--- config.mk ---
export PLATFORM = sky130hd
export DESIGN_NAME = four_input_nor_tester_flat
export DESIGN_NICKNAME = d
export VERILOG_FILES = /design/src/rtl/four_input_nor_tester_if.sv /design/src/rtl/four_input_nor_tester.sv /design/src/flat_wrapper.sv
export SDC_FILE = /design/constraint.sdc
export NUM_CORES = 1
export LEC_CHECK = 0
export ABC_AREA = 1
export BUFFER_PORTS_ARGS = -buffer_cell sky130_fd_sc_hd__buf_4
export CORE_MARGIN = 2
export CORE_UTILIZATION = 54
export CTS_CLUSTER_DIAMETER = 60
export DETAILED_ROUTE_END_ITERATION = 16
export PLACE_DENSITY = 0.76
export REMOVE_ABC_BUFFERS = 1
export SETUP_SLACK_MARGIN = 0.1
export SLEW_MARGIN = 15
export SYNTH_ARGS = -nofsm -noshare
export SYNTH_HDL_FRONTEND = slang
export SYNTH_SLANG_ARGS = --single-unit
export TNS_END_PERCENT = 1
--- constraint.sdc ---
create_clock -name clk -period 1.7 [get_ports clk]
set_clock_uncertainty 0.05 [all_clocks]
set_input_delay 0.17 -clock clk [delete_from_list [all_inputs] [get_ports clk]]
set_output_delay 0.17 -clock clk [all_outputs]
set_load 0.02 [all_outputs]
--- src/rtl/four_input_nor_tester_if.sv ---
`default_nettype none
// ============================================================================
// Module      : four_input_nor_tester_if
// Description : Bundle of the self-test sequencer's control, gate-drive and
//               result signals.
//                 start            - request a full sweep
//                 e                - output of the gate under test
//                 a,b,c,d          - gate inputs (vector bits 3..0)
//                 busy, done       - sweep in progress / end-of-sweep pulse
//                 pass, err_count,
//                 first_fail_vec,
//                 first_fail_valid - held results of the last sweep
//               master : the sequencer (drives the gate, reports results)
//               slave  : the board side (button, gate output, LEDs)
// Revision    : 1.0 - initial release
// ============================================================================
interface four_input_nor_tester_if;
    logic       start;
    logic       e;
    logic       a;
    logic       b;
    logic       c;
    logic       d;
    logic       busy;
    logic       done;
    logic       pass;
    logic [4:0] err_count;
    logic [3:0] first_fail_vec;
    logic       first_fail_valid;

    modport master (
        input  start, e,
        output a, b, c, d, busy, done, pass, err_count,
               first_fail_vec, first_fail_valid
    );

    modport slave (
        output start, e,
        input  a, b, c, d, busy, done, pass, err_count,
               first_fail_vec, first_fail_valid
    );
endinterface
`default_nettype wire

--- src/rtl/four_input_nor_tester.sv ---
`default_nettype none
// ============================================================================
// Module      : four_input_nor_tester
// Description : Self-test sequencer for a 4-input NOR gate. Steps the gate
//               inputs through all 16 vectors, waits SETTLE_CYCLES clocks per
//               vector, samples e and compares it with ~(a|b|c|d). Reports a
//               mismatch count, the first failing vector and a pass flag.
// Ports       : clk   - system clock, rising edge
//               rst_n - asynchronous active-low reset
//               bus   - four_input_nor_tester_if.master (start, e, a..d,
//                       busy, done, pass, err_count, first_fail_vec,
//                       first_fail_valid)
// Parameters  : SETTLE_CYCLES - clocks between driving a vector and sampling
//                               e (1..15)
// Options     : NOR_TESTER_SYNC_EN - pass e through a two-flop synchronizer;
//                                    each vector then takes two extra clocks
// Revision    : 1.0 - initial release
// ============================================================================
module four_input_nor_tester #(
    parameter int SETTLE_CYCLES = 2
) (
    input  wire logic                  clk,
    input  wire logic                  rst_n,
    four_input_nor_tester_if.master    bus
);

    typedef enum logic [1:0] {
        S_IDLE   = 2'd0,
        S_SETTLE = 2'd1,
        S_CHECK  = 2'd2,
        S_DONE   = 2'd3
    } state_t;

`ifdef NOR_TESTER_SYNC_EN
    // The synchronizer delays e by two clocks, so the settle wait grows to match.
    localparam int c_EXTRA_WAIT = 2;
`else
    localparam int c_EXTRA_WAIT = 0;
`endif

    localparam logic [4:0] c_SETTLE_LAST = 5'(SETTLE_CYCLES + c_EXTRA_WAIT - 1);

    state_t     r_state,  w_state;
    logic [3:0] r_vec,    w_vec;
    logic [4:0] r_cnt,    w_cnt;
    logic [4:0] r_err,    w_err;
    logic [3:0] r_ffv,    w_ffv;
    logic       r_ffvalid, w_ffvalid;
    logic       r_pass,   w_pass;
    logic       r_done,   w_done;
    logic       r_busy,   w_busy;

    logic       w_e;
    logic       w_mismatch;

`ifdef NOR_TESTER_SYNC_EN
    logic [1:0] r_e_sync;

    always_ff @(posedge clk or negedge rst_n) begin
        if (!rst_n) begin
            r_e_sync <= 2'b00;
        end else begin
            r_e_sync <= {r_e_sync[0], bus.e};
        end
    end

    assign w_e = r_e_sync[1];
`else
    assign w_e = bus.e;
`endif

    assign w_mismatch = (w_e != ~(|r_vec));

    // ------------------------------------------------------------------
    // State and result registers
    // ------------------------------------------------------------------
    always_ff @(posedge clk or negedge rst_n) begin
        if (!rst_n) begin
            r_state   <= S_IDLE;
            r_vec     <= 4'd0;
            r_cnt     <= 5'd0;
            r_err     <= 5'd0;
            r_ffv     <= 4'd0;
            r_ffvalid <= 1'b0;
            r_pass    <= 1'b0;
            r_done    <= 1'b0;
            r_busy    <= 1'b0;
        end else begin
            r_state   <= w_state;
            r_vec     <= w_vec;
            r_cnt     <= w_cnt;
            r_err     <= w_err;
            r_ffv     <= w_ffv;
            r_ffvalid <= w_ffvalid;
            r_pass    <= w_pass;
            r_done    <= w_done;
            r_busy    <= w_busy;
        end
    end

    // ------------------------------------------------------------------
    // Next-state and next-output logic
    // ------------------------------------------------------------------
    always_comb begin
        w_state   = r_state;
        w_vec     = r_vec;
        w_cnt     = r_cnt;
        w_err     = r_err;
        w_ffv     = r_ffv;
        w_ffvalid = r_ffvalid;
        w_pass    = r_pass;
        w_done    = 1'b0;

        case (r_state)
            S_IDLE: begin
                w_vec = 4'd0;
                if (bus.start) begin
                    w_err     = 5'd0;
                    w_pass    = 1'b0;
                    w_ffv     = 4'd0;
                    w_ffvalid = 1'b0;
                    w_cnt     = 5'd0;
                    w_state   = S_SETTLE;
                end
            end

            S_SETTLE: begin
                w_cnt = r_cnt + 5'd1;
                if (r_cnt == c_SETTLE_LAST) begin
                    w_state = S_CHECK;
                end
            end

            S_CHECK: begin
                if (w_mismatch) begin
                    // At most 16 mismatches, so 5 bits never overflow.
                    w_err = r_err + 5'd1;
                    if (!r_ffvalid) begin
                        w_ffv     = r_vec;
                        w_ffvalid = 1'b1;
                    end
                end
                if (r_vec == 4'hF) begin
                    w_state = S_DONE;
                end else begin
                    w_vec   = r_vec + 4'd1;
                    w_cnt   = 5'd0;
                    w_state = S_SETTLE;
                end
            end

            S_DONE: begin
                // r_err already includes any mismatch from the final CHECK.
                w_done  = 1'b1;
                w_pass  = (r_err == 5'd0);
                w_vec   = 4'd0;
                w_state = S_IDLE;
            end

            default: begin
                w_state = S_IDLE;
            end
        endcase

        // busy is registered from the next state so it tracks SETTLE/CHECK.
        w_busy = (w_state == S_SETTLE) || (w_state == S_CHECK);
    end

    // ------------------------------------------------------------------
    // Outputs
    // ------------------------------------------------------------------
    assign bus.a                = r_vec[3];
    assign bus.b                = r_vec[2];
    assign bus.c                = r_vec[1];
    assign bus.d                = r_vec[0];
    assign bus.busy             = r_busy;
    assign bus.done             = r_done;
    assign bus.pass             = r_pass;
    assign bus.err_count        = r_err;
    assign bus.first_fail_vec   = r_ffv;
    assign bus.first_fail_valid = r_ffvalid;

endmodule
`default_nettype wire

--- src/flat_wrapper.sv ---
// flat-port wrapper written by rule: the top's interface ports become plain ports
module four_input_nor_tester_flat 
#(
    parameter int SETTLE_CYCLES = 2
)
  (clk, rst_n, bus_start, bus_e, bus_a, bus_b, bus_c, bus_d, bus_busy, bus_done, bus_pass, bus_err_count, bus_first_fail_vec, bus_first_fail_valid);
  four_input_nor_tester_if bus_i ();
  input  wire logic clk;
  input  wire logic rst_n;
  input wire logic [$bits(bus_i.start)-1:0] bus_start;
  input wire logic [$bits(bus_i.e)-1:0] bus_e;
  output wire logic [$bits(bus_i.a)-1:0] bus_a;
  output wire logic [$bits(bus_i.b)-1:0] bus_b;
  output wire logic [$bits(bus_i.c)-1:0] bus_c;
  output wire logic [$bits(bus_i.d)-1:0] bus_d;
  output wire logic [$bits(bus_i.busy)-1:0] bus_busy;
  output wire logic [$bits(bus_i.done)-1:0] bus_done;
  output wire logic [$bits(bus_i.pass)-1:0] bus_pass;
  output wire logic [$bits(bus_i.err_count)-1:0] bus_err_count;
  output wire logic [$bits(bus_i.first_fail_vec)-1:0] bus_first_fail_vec;
  output wire logic [$bits(bus_i.first_fail_valid)-1:0] bus_first_fail_valid;
  assign bus_i.start = bus_start;
  assign bus_i.e = bus_e;
  assign bus_a = bus_i.a;
  assign bus_b = bus_i.b;
  assign bus_c = bus_i.c;
  assign bus_d = bus_i.d;
  assign bus_busy = bus_i.busy;
  assign bus_done = bus_i.done;
  assign bus_pass = bus_i.pass;
  assign bus_err_count = bus_i.err_count;
  assign bus_first_fail_vec = bus_i.first_fail_vec;
  assign bus_first_fail_valid = bus_i.first_fail_valid;
  four_input_nor_tester #(.SETTLE_CYCLES(SETTLE_CYCLES)) u_core (.clk(clk), .rst_n(rst_n), .bus(bus_i));
endmodule
==> run summary <==
Root Driver: clkbuf_4
final cell count without fillers: 216
Final setup viols: 0
met1 GRT Util: 0.2927
Register Area: 603.1 um2
Worst Tran Pin Value: 317.3 ps
gr usage total: 0.2176
Period minus WS final: 1558 ps
Mapped Area: 1355 um2
dpl cells: 204
WL final: 2852 um
max-capacitance violation count: 0
Leakage: 0.8441 nW
CTS max path bufs: 2
CP max FO: 5
final antenna diode count: 0
synthesis warning total: 0
vias per inst: 5.370
met2 GRT Util: 0.3659
top area cells in the synthesized netlist: dfrtp_1 (44%), ha_1 (10%), nand2_1 (9.1%)
pwr/cell area: 1432 nW/um2
Die ar.: 2926 um2
# rows: 18
critical path arrival: 1730 ps
Synth area leader: dfrtp_1
Synth Area per Inst: 8.857 um2
clock-pin slew on the worst setup and hold paths: 140 ps
largest net degree at the start of global routing: 25
share of the yosys chip area belonging to registers: 0.4432
kind of critical path: register to register
IO Pins: 21
Async SR Flop Fraction: 1.000
final hold vios: 0
Post-Syn Instances: 153
Filler cells: 187
initial antenna violation count: 0
via count: 1,160
fin util: 0.6975
CTS Buf Count: 3
Data required, critical path: 1870 ps
number of remaining DRC errors: 0
vias in the first global route: 1,070
Layout area overhead: 25.21%
RSZ-0062 raised after global routing: yes
layout cell share with drive strength beyond 1: 0.3011
GRT busiest layer: met2
die span in y: 54.10 um
final worst path period share: 0.9165
port buffer count: 20
Final Max Tran Viols: 0
FMAX: 0.6418 GHz
ys flop type: dfrtp_1
maximum VDD drop: 0.9608 mV
first-pass GRT wire length: 4650 um
Pre-antenna DRT Iters: 4
First DRT Iteration DRCs: 19
CTS sink cnt: 24
DIE WIDTH: 54.10 um
status: complete, no violations
Starting Density: 0.5571
Post-synth EDFFs: 0
crit start category: register
H-tree levels: 1
Synth top cells by count: nand2_1 (33), dfrtp_1 (24), inv_1 (20)
worst min path class: primary input to register
Max transition margin: 0.7884
GRT met3 Usage: 0.02500
Placeable Area: 2432 um2
drt wl/cell: 13.20 um
cell with the most instances after synthesis: nand2_1
#FFs+latches synth: 24
Final nets: 202
footprint of the multi-input gates: 701.9 um2
clock latency on the worst-skew pair: 310 ps
Final ANT Viol Nets: 0
reg-to-reg slack, setup: 140 ps
DP Wirelength: 2011 um
Final TNS setup: 0 ps
CTS tree: done
grt ovf: 0
routability cong.: 0.8020
CP Capture Type: register
Distinct cells, synth: 28
Synth top area share: 0.4432
[area by class of cell]
| type | instances | share of cell area |
|---|---|---|
| Timing Repair Buffer | 30 | 0.1364 |
| Multi-Input combinational cell | 105 | 0.4137 |
| Clock buffer | 4 | 0.02139 |
| Tap cell | 30 | 0.02212 |
| Sequential cell | 24 | 0.3555 |
| Inverter | 23 | 0.05088 |
[critical path: stages (launching register included)]
cell	delay, ps
dfrtp_1	450
buf_6	140
ha_4	180
nand2_4	90
nor2_4	50
nor3_4	260
inv_2	90
a21oi_2	100
a21oi_1	50
[where the power goes]
group	internal (mW)	leakage (nW)	switching, mW	total (mW)
sequential	0.704	0.322	0.123	0.828
clock	0.131	0.0210	0.176	0.307
combinational	0.526	0.501	0.769	1.30
[cell usage in the layout (no fill, tap or decap), drive strengths merged, types with 4 or more instances in the layout]
| master | instances |
|---|---|
| o21ai | 17 |
| buf | 29 |
| nand3 | 15 |
| xor2 | 4 |
| nand4 | 7 |
| a21oi | 4 |
| ha | 11 |
| nor2 | 5 |
| inv | 23 |
| nand2 | 35 |
| dfrtp | 24 |
| clkbuf | 4 |
[worst paths after layout]
path                                                           from                                       end  cells after the start
setup / recovery                        u_core.r_state[1]$_DFF_PN0_               u_core.r_cnt[2]$_DFFE_PN0P_                      8
hold / removal                                            bus_start               u_core.r_state[1]$_DFF_PN0_                      4
setup reg to reg                        u_core.r_state[1]$_DFF_PN0_               u_core.r_cnt[2]$_DFFE_PN0P_                      8
hold reg to reg            u_core.bus.first_fail_vec[2]$_DFFE_PN0P_  u_core.bus.first_fail_vec[2]$_DFFE_PN0P_                      2
max in group asynchronous                                     rst_n               u_core.r_vec[0]$_DFFE_PN0P_                      2
min in group asynchronous                                     rst_n               u_core.r_cnt[4]$_DFFE_PN0P_                      2
[per-stage QoR]
stage          power (mW)  worst slack, ps  hold slack [ps]  instance area [um2]
3_3_place_gp        1.905            150.6            32.31                 1553
4_1_cts             2.304            99.31            138.1                 1624
2_1_floorplan       1.624            69.93           -175.6                 1350
6_report            2.429            141.9            169.2                 1697
3_5_place_dp        1.957            60.75            37.01                 1553
5_1_grt             2.638            67.04            154.8                 1697
[sequential cells by signal (all words and copies together), names as in the netlist]
signal / count
u_core.bus.busy: 1
u_core.bus.first_fail_vec: 4
u_core.bus.pass: 1
u_core.r_cnt: 5
u_core.r_vec: 4
u_core.bus.first_fail_valid: 1
u_core.bus.err_count: 5
u_core.bus.done: 1
u_core.r_state: 2
[per-layer routing]
metal	wire length, um	part of all wire	vias to the layer above
met2	1425	0.50	21
met1	1338	0.47	566
met5	0	0	-
li1	-	-	571
met4	13	0.0046	0
met3	74	0.026	2
[logic make-up (layout without fill, tap and decap cells)]
| group | Yosys count | after routing | share of synthesized area |
|---|---|---|---|
| muxes | 1 | 1 | 0.007387 |
| AOI/OAI and AO/OA | 24 | 24 | 0.1062 |
| adders and majority gates | 11 | 11 | 0.1016 |
| DFF | 24 | 24 | 0.4432 |
| xor gates and xnor gates | 4 | 4 | 0.02585 |
| and+or+nand+nor | 65 | 65 | 0.2484 |
| buffers and inverters | 24 | 57 | 0.06740 |
[timing repair]
item	in CTS	in global routing
endpoints found under the setup margin	18	20
hold buffers	1	0
pin swaps	1	2
setup buffers	2	5
gates resized for setup	3	11
hold endpoints to repair	24	0
Power figures use the tool's default switching activity.
